--- src/rtl/modbus_rtu_frame_rx.sv ---
// Modbus RTU request framer: gathers bytes between 3.5-character silences, runs a
// bit-serial CRC-16/MODBUS, filters on slave address and presents one decoded request.
module modbus_rtu_frame_rx #(
    parameter int unsigned CLK_FREQ  = 50_000_000,
    parameter int unsigned BAUD_RATE = 115_200,
    parameter int unsigned FRAME_LEN = 8
) (
    input  logic        clk,
    input  logic        rst_n,
    input  logic [7:0]  dev_addr,
    input  logic        rx_done,
    input  logic [7:0]  rx_data,
    output logic        frame_valid,
    output logic [7:0]  fr_addr,
    output logic [7:0]  fr_func,
    output logic [15:0] fr_reg,
    output logic [15:0] fr_data,
    output logic        fr_bcast,
    output logic        frame_err,
    output logic [1:0]  err_code,
    output logic        busy
);
    localparam int unsigned T35_CYC  = (CLK_FREQ / BAUD_RATE) * 77 / 2;
    localparam int unsigned TMR_W    = $clog2(T35_CYC + 1);
    localparam int unsigned CNT_W    = 4;
    localparam int unsigned CNT_MAX  = 15;
    localparam int unsigned PAY_LEN  = 6;
    localparam logic [15:0] CRC_INIT = 16'hFFFF;
    localparam logic [15:0] CRC_POLY = 16'hA001;

    typedef enum logic [1:0] {
        S_IDLE  = 2'd0,
        S_RECV  = 2'd1,
        S_CHECK = 2'd2
    } state_t;

    state_t           state_q, state_d;
    logic [TMR_W-1:0] tmr_q;
    logic [CNT_W-1:0] cnt_q;
    logic [7:0]       pay_q [PAY_LEN];
    logic [15:0]      crc_q;
    logic [3:0]       bit_q;

    logic start_c, accept_c, finish_c, feed_c, crc_busy_c;
    logic addr_ok_c, len_ok_c, crc_ok_c, good_c, bad_c;

    assign crc_busy_c = (bit_q != 4'd0);
    assign feed_c     = accept_c && (cnt_q < CNT_W'(FRAME_LEN));
    assign addr_ok_c  = (pay_q[0] == dev_addr) || (pay_q[0] == 8'h00);
    assign len_ok_c   = (cnt_q == CNT_W'(FRAME_LEN));
    assign crc_ok_c   = (crc_q == 16'h0000);
    assign good_c     = finish_c && addr_ok_c && len_ok_c && crc_ok_c;
    assign bad_c      = finish_c && addr_ok_c && !(len_ok_c && crc_ok_c);

    // Silence of T35_CYC cycles after the last byte closes the frame; a byte
    // arriving during the check cycle opens the next frame immediately.
    always_comb begin
        state_d  = state_q;
        start_c  = 1'b0;
        accept_c = 1'b0;
        finish_c = 1'b0;
        unique case (state_q)
            S_IDLE: begin
                if (rx_done) begin
                    start_c = 1'b1;
                    state_d = S_RECV;
                end
            end
            S_RECV: begin
                if (rx_done) begin
                    accept_c = 1'b1;
                end else if (tmr_q == TMR_W'(T35_CYC - 2)) begin
                    state_d = S_CHECK;
                end
            end
            S_CHECK: begin
                if (!crc_busy_c) begin
                    finish_c = 1'b1;
                    if (rx_done) begin
                        start_c = 1'b1;
                        state_d = S_RECV;
                    end else begin
                        state_d = S_IDLE;
                    end
                end
            end
            default: state_d = S_IDLE;
        endcase
    end

    always_ff @(posedge clk or negedge rst_n) begin
        if (!rst_n) begin
            state_q <= S_IDLE;
        end else begin
            state_q <= state_d;
        end
    end

    // Byte count, silence timer and payload capture; CRC bytes only feed the engine.
    always_ff @(posedge clk or negedge rst_n) begin
        if (!rst_n) begin
            tmr_q <= '0;
            cnt_q <= '0;
            for (int i = 0; i < PAY_LEN; i++) pay_q[i] <= 8'h00;
        end else begin
            if (start_c || accept_c) begin
                tmr_q <= '0;
            end else if (state_q == S_RECV) begin
                tmr_q <= tmr_q + TMR_W'(1);
            end

            if (start_c) begin
                cnt_q    <= CNT_W'(1);
                pay_q[0] <= rx_data;
            end else if (finish_c) begin
                cnt_q <= '0;
            end else if (accept_c && (cnt_q != CNT_W'(CNT_MAX))) begin
                cnt_q <= cnt_q + CNT_W'(1);
            end

            for (int i = 1; i < PAY_LEN; i++) begin
                if (accept_c && (cnt_q == CNT_W'(i))) pay_q[i] <= rx_data;
            end
        end
    end

    // Bit-serial CRC: XOR on byte load, then eight shift cycles.
    always_ff @(posedge clk or negedge rst_n) begin
        if (!rst_n) begin
            crc_q <= CRC_INIT;
            bit_q <= 4'd0;
        end else if (start_c) begin
            crc_q <= CRC_INIT ^ {8'h00, rx_data};
            bit_q <= 4'd8;
        end else if (finish_c) begin
            crc_q <= CRC_INIT;
        end else if (feed_c) begin
            crc_q <= crc_q ^ {8'h00, rx_data};
            bit_q <= 4'd8;
        end else if (crc_busy_c) begin
            crc_q <= crc_q[0] ? ((crc_q >> 1) ^ CRC_POLY) : (crc_q >> 1);
            bit_q <= bit_q - 4'd1;
        end
    end

    always_ff @(posedge clk or negedge rst_n) begin
        if (!rst_n) begin
            frame_valid <= 1'b0;
            frame_err   <= 1'b0;
            err_code    <= 2'd0;
            fr_addr     <= 8'h00;
            fr_func     <= 8'h00;
            fr_reg      <= 16'h0000;
            fr_data     <= 16'h0000;
            fr_bcast    <= 1'b0;
            busy        <= 1'b0;
        end else begin
            frame_valid <= good_c;
            frame_err   <= bad_c;
            busy        <= (state_d != S_IDLE);
            if (bad_c) begin
                err_code <= len_ok_c ? 2'd1 : 2'd2;
            end
            if (good_c) begin
                fr_addr  <= pay_q[0];
                fr_func  <= pay_q[1];
                fr_reg   <= {pay_q[2], pay_q[3]};
                fr_data  <= {pay_q[4], pay_q[5]};
                fr_bcast <= (pay_q[0] == 8'h00);
            end
        end
    end

endmodule

--- config.mk ---
export PLATFORM = sky130hd
export DESIGN_NAME = modbus_rtu_frame_rx
export DESIGN_NICKNAME = d
export VERILOG_FILES = /design/src/rtl/modbus_rtu_frame_rx.sv
export SDC_FILE = /design/constraint.sdc
export NUM_CORES = 1
export LEC_CHECK = 0
export ABC_AREA = 1
export BUFFER_PORTS_ARGS = -buffer_cell sky130_fd_sc_hd__buf_2
export CORE_MARGIN = 10
export CORE_UTILIZATION = 50
export DETAILED_ROUTE_END_ITERATION = 12
export PLACE_DENSITY = 0.7
export SLEW_MARGIN = 20
export SYNTH_ARGS = -nofsm -noshare
export SYNTH_HDL_FRONTEND = slang
export SYNTH_SLANG_ARGS = --single-unit
--- constraint.sdc ---
create_clock -name clk -period 3 [get_ports clk]
set_input_delay 0.15 -clock clk [delete_from_list [all_inputs] [get_ports clk]]
set_output_delay 0.15 -clock clk [all_outputs]
set_load 0.005 [all_outputs]
==> flow_summary.rst, run 1 <==
.. list-table::
   :header-rows: 1

   * - Metric
     - Value
   * - Worst flop-to-flop path endpoint
     - fr_addr[4]
   * - Routing layer with the top usage in global route
     - met2
   * - Reg-to-reg setup timing slack
     - 780 ps
   * - Synth Register Bits
     - 143
   * - Worst R2R Start
     - cnt_q[0]
   * - Total nets after synthesis
     - 800
   * - Global-route wire length before repair
     - 27300 um
   * - Clock tree sinks
     - 143
   * - Endpoints failing hold
     - 0
   * - Via density
     - 5.42
   * - DRC violation count after routing
     - 0
   * - Part of the total power dissipated in combinational logic
     - 20.9%
   * - Layout cells sized above 1
     - 16.8%
   * - Top area cells in the synthesized netlist
     - sky130_fd_sc_hd__dfrtp_1 48%, sky130_fd_sc_hd__nand2_1 12%, sky130_fd_sc_hd__dfstp_2 6.4%, sky130_fd_sc_hd__nand4_1 5.7%, sky130_fd_sc_hd__inv_1 3.9%
   * - Worst Setup Path Type
     - flip-flop to flip-flop
   * - Power density over the cells
     - 804 mW/mm2
   * - Cells after Synth
     - 774
   * - Row count
     - 41
   * - Register area
     - 0.00360 mm2
   * - Number of enable-type register cells in the synthesized netlist
     - 0
   * - Area added between synthesis and finish
     - 16.4%
   * - Internal power
     - 4.22 mW
   * - Skew final
     - 6.28 ps
   * - Sequential element share of the synthesized area
     - 54.4%
   * - Number of clock buffers inserted by TritonCTS
     - 17
   * - Total global routing overflow
     - 0
   * - Switching fraction of total power
     - 31.9%
   * - Drt pass-1 iters
     - 5
   * - Relative slew slack
     - 48.4%
   * - Worst setup SP type
     - flip-flop
   * - Max reg flops
     - 48
   * - Floorplan die width
     - 135 um
   * - Count of H-tree levels built during CTS
     - 4
   * - Initial Util
     - 51.8%
   * - Initial antenna violation count
     - 0
   * - WL final
     - 16400 um
   * - Library cell used as clock root buffer
     - sky130_fd_sc_hd__clkbuf_16
   * - Post-detailed-route count of antenna-violating nets
     - 0
   * - Setup TNS
     - 0 ps
   * - Post-synthesis instance area
     - 0.00662 mm2
   * - Data arrival time of the critical path
     - 2520 ps
   * - Final worst path period need
     - 2220 ps
   * - Final weighted congestion of routability-driven global placement
     - 0.898
   * - Max_cap viols
     - 0
   * - Maximum buffer depth of the clock tree
     - 2
   * - Unrepaired setup endpoints after global routing
     - no
   * - Portion of synthesized cell area occupied by the leading cell type
     - 48.0%
   * - Post-cts repair resize count
     - 0
   * - Setup-violating endpoint count in the final report
     - 0
   * - Area leader, netlist
     - sky130_fd_sc_hd__dfrtp_1
   * - DIE AREA
     - 0.0182 mm2
   * - Number of global-route vias before repair
     - 5530
   * - Global router's overall resource usage
     - 18.6%
   * - DRC marker count from the first detailed-route iteration
     - 491
   * - Final net count
     - 864
   * - Switching Power
     - 1.97 mW
   * - Average instance area after synthesis
     - 8.55 um2
   * - Outcome
     - complete, no violations
   * - Met2 routing resource usage after global routing
     - 30.7%
   * - Reg with most FFs
     - pay_q
   * - Clock share of power
     - 33.3%
   * - Warning count from the yosys run
     - 0
   * - Floorplan core area
     - 0.0128 mm2
   * - Reported leakage power
     - 4.02 nW
   * - Die span in y
     - 135 um
   * - Sequential group share of total power
     - 45.8%
   * - Transition time of the tightest slew-check pin
     - 768 ps
   * - HPWL after DPL
     - 11200 um
   * - Crit. Startpoint
     - cnt_q[0]
   * - Unique masters post-synth
     - 34
   * - Crit end category
     - flip-flop
   * - CTS tree
     - done
   * - Count of inserted antenna diode cells
     - 0
   * - Clock transition at the register clock pins on the worst setup and hold paths after CTS
     - 60 ps
   * - Fmax
     - 451 MHz
   * - Number of cells on the worst reg-to-reg path
     - 10
   * - Number of vias in the routed layout
     - 5548
   * - Post-synth top flop
     - sky130_fd_sc_hd__dfrtp_1
   * - Final setup margin
     - 784 ps
   * - Pin count of the biggest net entering global routing
     - 82
   * - GR Util met1
     - 22.1%
   * - Portion of the clock cycle consumed by the worst path in the final layout
     - 73.9%
   * - Required time of the critical path
     - 3300 ps
   * - Area used by multi-input combinational logic
     - 0.00260 mm2
   * - Post-Place Worst Slack
     - 793 ps
   * - Pins Over Slew Limit
     - 0
   * - Insertion delay of the later-clocked pin in the worst-skew pair
     - 430 ps
   * - Filler Cell Count
     - 1142
   * - Wire length per cell after detailed routing
     - 16.1 um
   * - I/O pin total
     - 73
   * - Worst hold path type
     - primary input to flip-flop
   * - Crit path capture
     - fr_addr[4]
   * - Async set-or-reset flop fraction in the synthesized netlist
     - 100%
   * - Port Buffer Count
     - 72
   * - Worst supply voltage drop on vdd
     - 0.373 mV
   * - Met3 global-route usage
     - 4.75%
   * - Maximum fanout along the worst path
     - 35
-- worst max-delay path: stages (launching register included) --
cell and delay, ps:
sky130_fd_sc_hd__dfrtp_1 420, sky130_fd_sc_hd__inv_1 140, sky130_fd_sc_hd__ha_1 170, sky130_fd_sc_hd__inv_1 90
sky130_fd_sc_hd__nor3_4 210, sky130_fd_sc_hd__nand3b_1 150, sky130_fd_sc_hd__nor2_4 140, sky130_fd_sc_hd__nand3_2 310
sky130_fd_sc_hd__buf_12 300, sky130_fd_sc_hd__nand2_1 70, sky130_fd_sc_hd__nand2_1 80
-- through the flow --
stage          std cells  hold WS [ps]  area (um2)  power (mW)  util (%)
6_report            1023          22.2        7710        6.19      60.3
5_1_grt             1023          43.4        7710        6.57      60.3
4_1_cts             1023          18.0        7710        6.22      60.3
3_5_place_dp         990           247        7110        4.14      55.7
3_3_place_gp         990           239        7110        4.03      55.7
2_1_floorplan        774          -146        6620        3.77         -
-- power groups by stage --
stage | Clock, mW | Sequential, mW | Combinational [mW]
4_1_cts | 2.09 | 2.82 | 1.30
2_1_floorplan | 0 | 2.76 | 1.01
3_5_place_dp | 0 | 2.85 | 1.29
3_3_place_gp | 0 | 2.82 | 1.21
5_1_grt | 2.18 | 2.89 | 1.50
6_report | 2.06 | 2.84 | 1.29
-- layer usage --
metal | wire length, um | vias up
li1 | - | 2687
met1 | 6890 | 2659
met2 | 8140 | 166
met3 | 931 | 36
met4 | 463 | 0
met5 | 0 | -
-- worst min-delay path by stage --
stage,slack (ps),to,startpoint,depth (start not counted)
final,20,pay_q[41],rx_data[1],3
after global routing,40,pay_q[42],rx_data[2],3
after CTS,20,pay_q[41],rx_data[1],3
after detailed placement,250,fr_func[1],rst_n,1
after global placement,240,fr_func[2],rst_n,1
after floorplan,-150,bit_q[0],rst_n,0
-- cells by family (layout without fill, tap and decap cells) --
group / count (synthesis) / count (layout) / synth area share [%]
and+or+nand+nor: 399 / 399 / 27.3
DFF: 143 / 143 / 54.4
AOI/OAI and AO/OA: 105 / 105 / 8.58
buffers and inverters: 105 / 182 / 6.48
xor gates and xnor gates: 15 / 15 / 1.98
adders and majority gates: 7 / 7 / 1.32
-- placed cells by master, fill, tap and decap left out, drive strengths merged, types with 18 or more instances in the layout --
cell / n
nand2: 218
dfrtp: 127
buf: 78
inv: 71
nor2: 70
nand4: 60
o21ai: 49
a21oi: 38
nand3: 35
clkbuf: 18
-- cell usage after synthesis (2+ instances only) --
cell type                  instances
sky130_fd_sc_hd__nand2_1         214
sky130_fd_sc_hd__dfrtp_1         127
sky130_fd_sc_hd__inv_1            68
sky130_fd_sc_hd__nor2_1           64
sky130_fd_sc_hd__nand4_1          60
sky130_fd_sc_hd__o21ai_0          48
sky130_fd_sc_hd__a21oi_1          38
sky130_fd_sc_hd__nand3_1          34
sky130_fd_sc_hd__buf_2            19
sky130_fd_sc_hd__dfstp_2          16
sky130_fd_sc_hd__clkbuf_1         12
sky130_fd_sc_hd__nor3_1            9
sky130_fd_sc_hd__xor2_1            9
sky130_fd_sc_hd__a22oi_1           8
sky130_fd_sc_hd__ha_1              7
sky130_fd_sc_hd__xnor2_1           6
sky130_fd_sc_hd__o31ai_1           5
sky130_fd_sc_hd__nand2_2           4
sky130_fd_sc_hd__buf_4             3
sky130_fd_sc_hd__inv_2             3
sky130_fd_sc_hd__nand3b_1          3
sky130_fd_sc_hd__nor2_2            3
sky130_fd_sc_hd__a31oi_1           2
sky130_fd_sc_hd__nor2_4            2
-- cell type report --
type | count | area share, %
Tap cell | 172 | 2.79
Multi-Input combinational cell | 526 | 33.7
Inverter | 71 | 3.46
Clock buffer | 18 | 5.70
Clock inverter | 14 | 1.87
Sequential cell | 143 | 46.7
Timing Repair Buffer | 79 | 5.80
-- what timing repair did --
action | CTS | global route
hold buffers | 1 | 0
hold endpoints to repair | 64 | 0
buffers inserted | 0 | 0
No activity file was read; power rests on OpenSTA's default activity.
==> run 2: changes to the inputs <==
clock period = 2.11 ns   (was 3 ns; I/O delays follow)
==> run 2 against run 1 <==
Compared with the run above: worst setup slack got worse by 600 ps; maximum frequency rose by 15%; final cell count rose by 1.8%; critical endpoint is now fr_data[10]; first-iteration DRC count fell by 21%; critical path type unchanged; total power rose by 44%.
==> flow_summary.rst, run 2 (synthesis gave the netlist of run 1 again) <==
.. list-table::
   :header-rows: 1

   * - Metric
     - Value
   * - Outcome
     - complete, no violations
   * - Port Buffer Count
     - 72
   * - Post-Place Worst Slack
     - 149 ps
   * - Clock transition at the register clock pins on the worst setup and hold paths after CTS
     - 60 ps
   * - Max_cap viols
     - 0
   * - Global router's overall resource usage
     - 19.2%
   * - Floorplan die width
     - 135 um
   * - Met2 routing resource usage after global routing
     - 32.1%
   * - Pin count of the biggest net entering global routing
     - 62
   * - Number of vias in the routed layout
     - 5694
   * - Drt pass-1 iters
     - 5
   * - Worst flop-to-flop path endpoint
     - fr_data[10]
   * - Hold depth
     - 3
   * - Count of inserted antenna diode cells
     - 0
   * - Count of H-tree levels built during CTS
     - 4
   * - I/O pin total
     - 73
   * - End point of the most critical hold path
     - pay_q[41]
   * - Final setup margin
     - 189 ps
   * - Unrepaired setup endpoints after global routing
     - no
   * - Skew final
     - 9.15 ps
   * - Met3 global-route usage
     - 4.90%
   * - Data arrival time of the critical path
     - 2240 ps
   * - Most common library cell in the layout ignoring fill and taps
     - sky130_fd_sc_hd__nand2_1
   * - Power density over the cells
     - 1130 mW/mm2
   * - Global-route wire length before repair
     - 28200 um
   * - HPWL after DPL
     - 11700 um
   * - Final weighted congestion of routability-driven global placement
     - 0.930
   * - DIE AREA
     - 0.0182 mm2
   * - Layout cells sized above 1
     - 18.1%
   * - Pins Over Slew Limit
     - 0
   * - DRC marker count from the first detailed-route iteration
     - 387
   * - Maximum buffer depth of the clock tree
     - 2
   * - Number of clock buffers inserted by TritonCTS
     - 17
   * - Worst setup SP type
     - flip-flop
   * - Number of cells on the worst reg-to-reg path
     - 10
   * - Commonest non-fill, non-tap cells in the layout
     - 213 x sky130_fd_sc_hd__nand2_1, 127 x sky130_fd_sc_hd__dfrtp_1, 71 x sky130_fd_sc_hd__buf_2, 68 x sky130_fd_sc_hd__inv_1, 64 x sky130_fd_sc_hd__nor2_1
   * - Routing layer with the top usage in global route
     - met2
   * - Transition time of the tightest slew-check pin
     - 593 ps
   * - Endpoints failing hold
     - 0
   * - Maximum fanout along the worst path
     - 15
   * - Relative slew slack
     - 60.5%
   * - Clock tree sinks
     - 143
   * - Floorplan core area
     - 0.0128 mm2
   * - DRC violation count after routing
     - 0
   * - WL final
     - 16900 um
   * - Final net count
     - 884
   * - Max reg flops
     - 48
   * - Reported leakage power
     - 4.10 nW
   * - Setup TNS
     - 0 ps
   * - Worst Setup Path Type
     - flip-flop to flip-flop
   * - Via density
     - 5.47
   * - Reg with most FFs
     - pay_q
   * - Library cell used as clock root buffer
     - sky130_fd_sc_hd__clkbuf_16
   * - Required time of the critical path
     - 2430 ps
   * - Total global routing overflow
     - 0
   * - Worst R2R Start
     - cnt_q[0]
   * - CTS tree
     - done
   * - Worst hold path type
     - primary input to flip-flop
   * - Wire length per cell after detailed routing
     - 16.2 um
   * - Portion of the clock cycle consumed by the worst path in the final layout
     - 91.0%
   * - Setup-violating endpoint count in the final report
     - 0
   * - Die span in y
     - 135 um
   * - Worst supply voltage drop on vdd
     - 0.711 mV
   * - Number of global-route vias before repair
     - 5653
   * - Crit. Startpoint
     - cnt_q[0]
   * - Row count
     - 41
   * - Crit end category
     - flip-flop
   * - Initial antenna violation count
     - 0
   * - Post-detailed-route count of antenna-violating nets
     - 0
   * - Insertion delay of the later-clocked pin in the worst-skew pair
     - 430 ps
   * - Area added between synthesis and finish
     - 19.0%
   * - Initial Util
     - 51.8%
   * - Fmax
     - 521 MHz
   * - Final worst path period need
     - 1920 ps
   * - Reg-to-reg setup timing slack
     - 190 ps
   * - Origin of the worst min-delay path
     - rx_data[1]
   * - GR Util met1
     - 22.7%
   * - Number of post-CTS setup repair buffers
     - 0
-- run 2: cell types whose count changed in the layout (fill, tap and decap cells not counted) --
cell / previous run / this run
sky130_fd_sc_hd__clkinv_4: 5 / 0
sky130_fd_sc_hd__nand2_1: 214 / 213
sky130_fd_sc_hd__nand2_4: 0 / 1
sky130_fd_sc_hd__clkbuf_1: 0 / 1
sky130_fd_sc_hd__clkinvlp_4: 2 / 5
sky130_fd_sc_hd__clkinv_2: 5 / 3
sky130_fd_sc_hd__buf_4: 4 / 20
sky130_fd_sc_hd__dlygate4sd3_1: 1 / 5
sky130_fd_sc_hd__bufinv_16: 2 / 3
-- run 2: how the worst max path moves through the flow --
stage | end | slack [ps] | cells after the start
after floorplan | fr_addr[7] | 410 | 10
after global placement | tmr_q[9] | 210 | 9
after detailed placement | tmr_q[9] | 150 | 9
after CTS | tmr_q[9] | 120 | 9
after global routing | fr_reg[11] | 20 | 9
final | fr_data[10] | 190 | 10
-- run 2: worst max-delay path, cell delays in order, from the launching register on --
cell and delay (ps):
sky130_fd_sc_hd__dfrtp_1 410, sky130_fd_sc_hd__inv_1 130, sky130_fd_sc_hd__ha_1 160, sky130_fd_sc_hd__inv_1 90
sky130_fd_sc_hd__nor3_4 220, sky130_fd_sc_hd__nand3b_1 150, sky130_fd_sc_hd__nor2_4 160, sky130_fd_sc_hd__nand3_2 130
sky130_fd_sc_hd__buf_4 220, sky130_fd_sc_hd__nand2_1 80, sky130_fd_sc_hd__nand2_1 50
-- run 2: metal layers --
metal / routed length (um) / part of all wire [%] / vias to the layer above
met4: 378 / 2.2 / 0
met2: 8430 / 50 / 180
met5: 0 / 0 / -
met3: 975 / 5.8 / 32
met1: 7070 / 42 / 2760
li1: - / - / 2722
-- run 2: area by class of cell --
type / instances / area, um2
Sequential cell: 143 / 3600
Multi-Input combinational cell: 526 / 2600
Inverter: 71 / 267
Timing Repair Buffer: 99 / 607
Tap cell: 172 / 215
Fill cell: 1067 / 4900
Clock buffer: 19 / 443
Clock inverter: 11 / 143
-- run 2: stage by stage --
step           instances  power [mW]  instance area [um2]  util (%)  hold slack (ps)
2_1_floorplan        774        5.36                 6620         -             -190
6_report            1041        8.92                 7880      61.7             20.3
5_1_grt             1041        9.52                 7880      61.7             31.7
3_3_place_gp        1006        5.81                 7230      56.6              133
3_5_place_dp        1006        5.94                 7230      56.6              136
4_1_cts             1041        8.98                 7870      61.6             2.20
-- run 2: timing repair --
action,CTS,global route
endpoints found under the setup margin,0,2
gates resized for setup,0,2
hold buffers,5,0
hold endpoints to repair,52,0
-- run 2: power by group --
part           internal [mW]  switching, mW  total (mW)
Sequential              3.54          0.494        4.03
Combinational          0.748           1.18        1.92
Clock                   1.86           1.10        2.97
Total                   6.15           2.77        8.92
